File: config.mk
export PLATFORM = sky130hd
export DESIGN_NAME = afpm_host_driver
export DESIGN_NICKNAME = d
export VERILOG_FILES = /design/src/rtl/afpm_host_driver.sv
export SDC_FILE = /design/constraint.sdc
export NUM_CORES = 1
export LEC_CHECK = 0
export ABC_AREA = 1
export CAP_MARGIN = 20
export CORE_UTILIZATION = 49
export CTS_CLUSTER_DIAMETER = 80
export CTS_CLUSTER_SIZE = 14
export DETAILED_ROUTE_END_ITERATION = 10
export GPL_TIMING_DRIVEN = 0
export PLACE_DENSITY = 0.91
export SLEW_MARGIN = 20
export SYNTH_ARGS = -nofsm -noshare
export SYNTH_HDL_FRONTEND = slang
export SYNTH_SLANG_ARGS = --single-unit
File: constraint.sdc
create_clock -name clk -period 2.3 [get_ports clk]
set_input_delay 0.23 -clock clk [delete_from_list [all_inputs] [get_ports clk]]
set_output_delay 0.23 -clock clk [all_outputs]
set_load 0.1 [all_outputs]
File: src/rtl/afpm_host_driver.sv
// afpm_host_driver
//   Host-side byte-serial driver for the FP16 approximate-multiplier tile.
//   It accepts one operand pair over a valid/ready handshake and puts a start
//   token on the tile bus, then the low operand bytes, then the high operand
//   bytes. It waits out the tile's fixed latency, captures the two result
//   bytes low byte first, and presents the product with a one-cycle valid.
//
// Parameters
//   START_TOKEN : non-zero byte on tx_a that wakes the tile
//   CAP_LO      : low result byte is sampled at the edge ending cycle S+CAP_LO
//                 (S = start-token cycle); the high byte one edge later
//   FLUSH_CYC   : cycles req_ready stays low after reset release
//
// Ports
//   clk, rst           : clock shared with the tile; async active-high reset
//   req_valid/ready    : operand handshake; req_a/req_b are FP16 operands
//   res_valid/res_data : one-cycle result pulse; res_data holds until next capture
//   busy               : high from acceptance until res_valid
//   tx_a, tx_b         : drive tile ui_in / uio_in
//   rx_data            : from tile uo_out
//   All outputs are registered. There is no combinational path from any input.
module afpm_host_driver #(
  parameter logic [7:0] START_TOKEN = 8'h01,
  parameter int         CAP_LO      = 10,
  parameter int         FLUSH_CYC   = 13
) (
  input  logic        clk,
  input  logic        rst,
  input  logic        req_valid,
  output logic        req_ready,
  input  logic [15:0] req_a,
  input  logic [15:0] req_b,
  output logic        res_valid,
  output logic [15:0] res_data,
  output logic        busy,
  output logic [7:0]  tx_a,
  output logic [7:0]  tx_b,
  input  logic [7:0]  rx_data
);

  // A zero token would be indistinguishable from the idle bus.
  if (START_TOKEN == 8'h00) begin : g_tok_chk
    $error("afpm_host_driver: START_TOKEN must be non-zero");
  end
  // Token and operand cycles occupy S..S+2, so capture can be no earlier than S+3.
  if (CAP_LO < 3) begin : g_cap_chk
    $error("afpm_host_driver: CAP_LO must be >= 3");
  end
  if (FLUSH_CYC < 1) begin : g_flush_chk
    $error("afpm_host_driver: FLUSH_CYC must be >= 1");
  end

  // One down-counter serves both the flush guard and the latency wait.
  localparam int CMAX = (FLUSH_CYC > CAP_LO) ? FLUSH_CYC : CAP_LO;
  localparam int CW   = $clog2(CMAX + 1);

  typedef enum logic [2:0] {
    S_FLUSH, S_IDLE, S_START, S_SEND_LO, S_SEND_HI, S_WAIT, S_CAP_LO, S_CAP_HI
  } state_t;

  typedef struct packed {
    logic [15:0] a;
    logic [15:0] b;
  } opnd_t;

  state_t        state;
  logic [CW-1:0] cnt;
  opnd_t         opq;

  always_ff @(posedge clk or posedge rst) begin
    if (rst) begin
      // tx_a/tx_b clear asynchronously so the tile never sees a stray byte
      // while reset is held. The flush guard then lets an interrupted tile
      // transaction drain before a new token can go out.
      state     <= S_FLUSH;
      cnt       <= CW'(FLUSH_CYC - 1);
      opq       <= '0;
      req_ready <= 1'b0;
      res_valid <= 1'b0;
      res_data  <= 16'h0000;
      busy      <= 1'b0;
      tx_a      <= 8'h00;
      tx_b      <= 8'h00;
    end else begin
      res_valid <= 1'b0;
      case (state)
        S_FLUSH: begin
          if (cnt == '0) begin
            state     <= S_IDLE;
            req_ready <= 1'b1;
          end else begin
            cnt <= cnt - 1'b1;
          end
        end

        // CAP_HI is the res_valid cycle. It already accepts a new pair,
        // which gives back-to-back throughput of one pair per 13 cycles.
        S_IDLE, S_CAP_HI: begin
          if (req_valid && req_ready) begin
            opq       <= '{a: req_a, b: req_b};
            busy      <= 1'b1;
            req_ready <= 1'b0;
            tx_a      <= START_TOKEN;
            tx_b      <= 8'h00;
            state     <= S_START;
          end else begin
            state <= S_IDLE;
          end
        end

        S_START: begin
          tx_a  <= opq.a[7:0];
          tx_b  <= opq.b[7:0];
          state <= S_SEND_LO;
        end

        S_SEND_LO: begin
          tx_a  <= opq.a[15:8];
          tx_b  <= opq.b[15:8];
          state <= S_SEND_HI;
        end

        // The bus returns to zero. WAIT begins in cycle S+3, so a count of
        // CAP_LO-3 puts the low-byte capture on the edge ending S+CAP_LO.
        S_SEND_HI: begin
          tx_a  <= 8'h00;
          tx_b  <= 8'h00;
          cnt   <= CW'(CAP_LO - 3);
          state <= S_WAIT;
        end

        S_WAIT: begin
          if (cnt == '0) begin
            res_data[7:0] <= rx_data;
            state         <= S_CAP_LO;
          end else begin
            cnt <= cnt - 1'b1;
          end
        end

        S_CAP_LO: begin
          res_data[15:8] <= rx_data;
          res_valid      <= 1'b1;
          busy           <= 1'b0;
          req_ready      <= 1'b1;
          state          <= S_CAP_HI;
        end

        default: begin
          state     <= S_FLUSH;
          cnt       <= CW'(FLUSH_CYC - 1);
          req_ready <= 1'b0;
          busy      <= 1'b0;
          tx_a      <= 8'h00;
          tx_b      <= 8'h00;
        end
      endcase
    end
  end

endmodule
==> flow_metrics.tcl <==
set metrics [dict create \
    status "finished clean" \
    clock_skew_ns 0.01378 \
    clock_tree.root_cell "clkbuf_8" \
    finalHoldViolCount 0 \
    worst_slack_ns 0.1738 \
    yosysWarningCount 0 \
    finalCriticalPeriod_ns 2.126 \
    cts_max_path_buffers 2 \
    syn-num-nets 390 \
    yosysUniqueCellTypes 25 \
    drcViolationCount 0 \
    ys_ff_latch 74 \
    async_flop_share_pct 100.0 \
    cts-resized-gates 0 \
    track_usage_pct 22.96 \
    worst-path-buf-inv 1 \
    crit_path_start_kind "flip-flop" \
    post-cts-setup-buffer-count 0 \
    final_common_cell "nand2_1" \
    post-dp-hpwl_mm 5.166 \
    wire_per_inst_microns 14.03 \
    clock_tree.htree_level_count 3 \
    placedInstanceArea_sq_mm 0.004074 \
    min_path_type "in2async" \
    vias 2644 \
    via_per_inst 5.114 \
    rows 29 \
    rr_worst_depth 6 \
    rsz0062_at_grt "false" \
    clk_pin_slew_worst_paths_ns 0.09 \
    die_x_microns 82.62 \
    ys_top_cells_by_area "dfrtp_1, nand2_1, a22oi_1" \
    antenna_left 0 \
    antenna_found_initial 0 \
    rr_endpoint "tx_a[2]" \
    grt_pass1_vias 2427 \
    worst_slew_pin_slew_ns 0.9957 \
    synth_top_area_share_pct 56.58 \
    avgSynthCellArea_sq_um 9.203 \
    dr.first_iter.drc_count 201 \
    die-height_microns 82.62 \
    nets 479 \
    crit_slowest_cell "clkdlybuf4s50_1" \
    final_util_pct 67.78 \
    cts_tree "done" \
    synth_flop_cell "dfrtp_1" \
    reg2reg_from "state[0]" \
    yosys.area.top_type "dfrtp_1" \
    port_buffers 77 \
    clock-sinks 74 \
    wirelength_mm 7.251 \
    syn_area_sq_mm 0.003184 \
    r2r_slack_ns 0.65 \
    io_pins 78 \
    cp_max_fo 2 \
    slowest_delay_ns 1.15 \
    syn_inst 346 \
    fill_cells 493 \
    layout_common_cells "nand2_1, clkdlybuf4s50_1, dfrtp_1" \
    cts_hold_buffers 0 \
    worstPathRequired_ns 2.07 \
    slew_headroom_pct 33.41 \
    critPathKind "reg2out" \
    start_util_pct 50.44 \
    grt_pass1_wl_mm 11.29 \
    min_period_over_period_pct 92.44 \
    area_growth_pct 34.38 \
    synth_edf_count 0 \
    grt_remaining_overflow 0 \
    setup_violations 0 \
    fmax_ghz 0.4703 \
    pre_cts_ws_ns 0.5546 \
    design_area_sq_mm 0.004279 \
    clock_latency_ns 0.35 \
    gp_congestion 0.8271 \
    grt_max_degree 39 \
    crit_arrival_ns 1.90 \
    cts_buffers 9 \
    drive_above_1_share_pct 14.77 \
    endpoint_kind "output port" \
    cp_cell_sequence "clkdlybuf4s50_1" \
    die-area_sq_mm 0.006825 \
    critPathTopFamily "buffers and inverters" \
    slew_violations 0 \
    diodes 0 \
    core-area_sq_mm 0.006314 \
    seq_area_frac_synth_pct 58.23 \
    max-cap-violations 0 \
    drt_pass1_iterations 4 \
]
==> state kept, by name (all words and copies together), names as in the netlist <==
name,flops
busy,1
cnt,4
opq,32
req_ready,1
res_data,16
res_valid,1
state,3
tx_a,8
tx_b,8
==> cell families after synthesis <==
group                    Yosys count  synth area share (%)
AO/OA/AOI/OAI                     37                 8.016
XOR/XNOR                           1                0.2751
adder cells (fa/ha/maj)            1                0.3929
buffers and inverters             37                 6.719
flip-flops                        74                 58.23
AND/OR/NAND/NOR                  196                 26.37
==> routing by layer <==
layer	up-vias	part of all wire, %	GRT usage, %	wire length (microns)
met4	0	1.6	13.10	115
met3	12	4.8	4.615	346
met2	98	51	36.94	3726
li1	1260	-	-	-
met5	-	0	0	0
met1	1274	42	28.90	3062
==> cell usage after synthesis, types with 2 or more instances <==
cell	n
a22oi_1	15
buf_2	2
buf_4	5
buf_6	5
dfrtp_1	72
dfstp_2	2
inv_1	19
inv_2	4
nand2_1	161
nand2_2	14
nand2_4	2
nand3_1	13
nor2_2	2
o21ai_0	12
o21ai_2	8
==> how the worst max path moves through the flow <==
stage               startpoint  endpoint  slack [ns]  depth (start not counted)
floorplan                  rst      busy        0.19                          1
global placement           rst   tx_b[6]       -0.90                          2
detailed placement     tx_b[0]   tx_b[0]        0.55                          1
CTS                    tx_b[0]   tx_b[0]        0.17                          1
global route           tx_b[0]   tx_b[0]        0.14                          1
finish                 tx_b[0]   tx_b[0]        0.17                          1
==> final cells by class <==
class	count	area (sq um)	area share [%]
multi-input combinational	235	1116	26.08
clock inverter	4	50.05	1.170
timing repair buffer	78	790.8	18.48
buffer	14	127.6	2.982
tap	77	96.34	2.251
sequential	74	1854	43.33
inverter	23	88.84	2.076
clock buffer	12	155.1	3.626
==> stage by stage <==
stage                     std cells  hold WS (ns)  TNS, ns
final                           517        0.2686        0
after global routing            517        0.3160        0
after global placement          500        0.4520   -65.26
after detailed placement        501        0.4593        0
after CTS                       517        0.2806        0
after floorplan                 346        0.3466        0
Power is left out: the tool's default activity adds up to more than one toggle a clock period on the data nets, which glitch-free logic cannot reach.
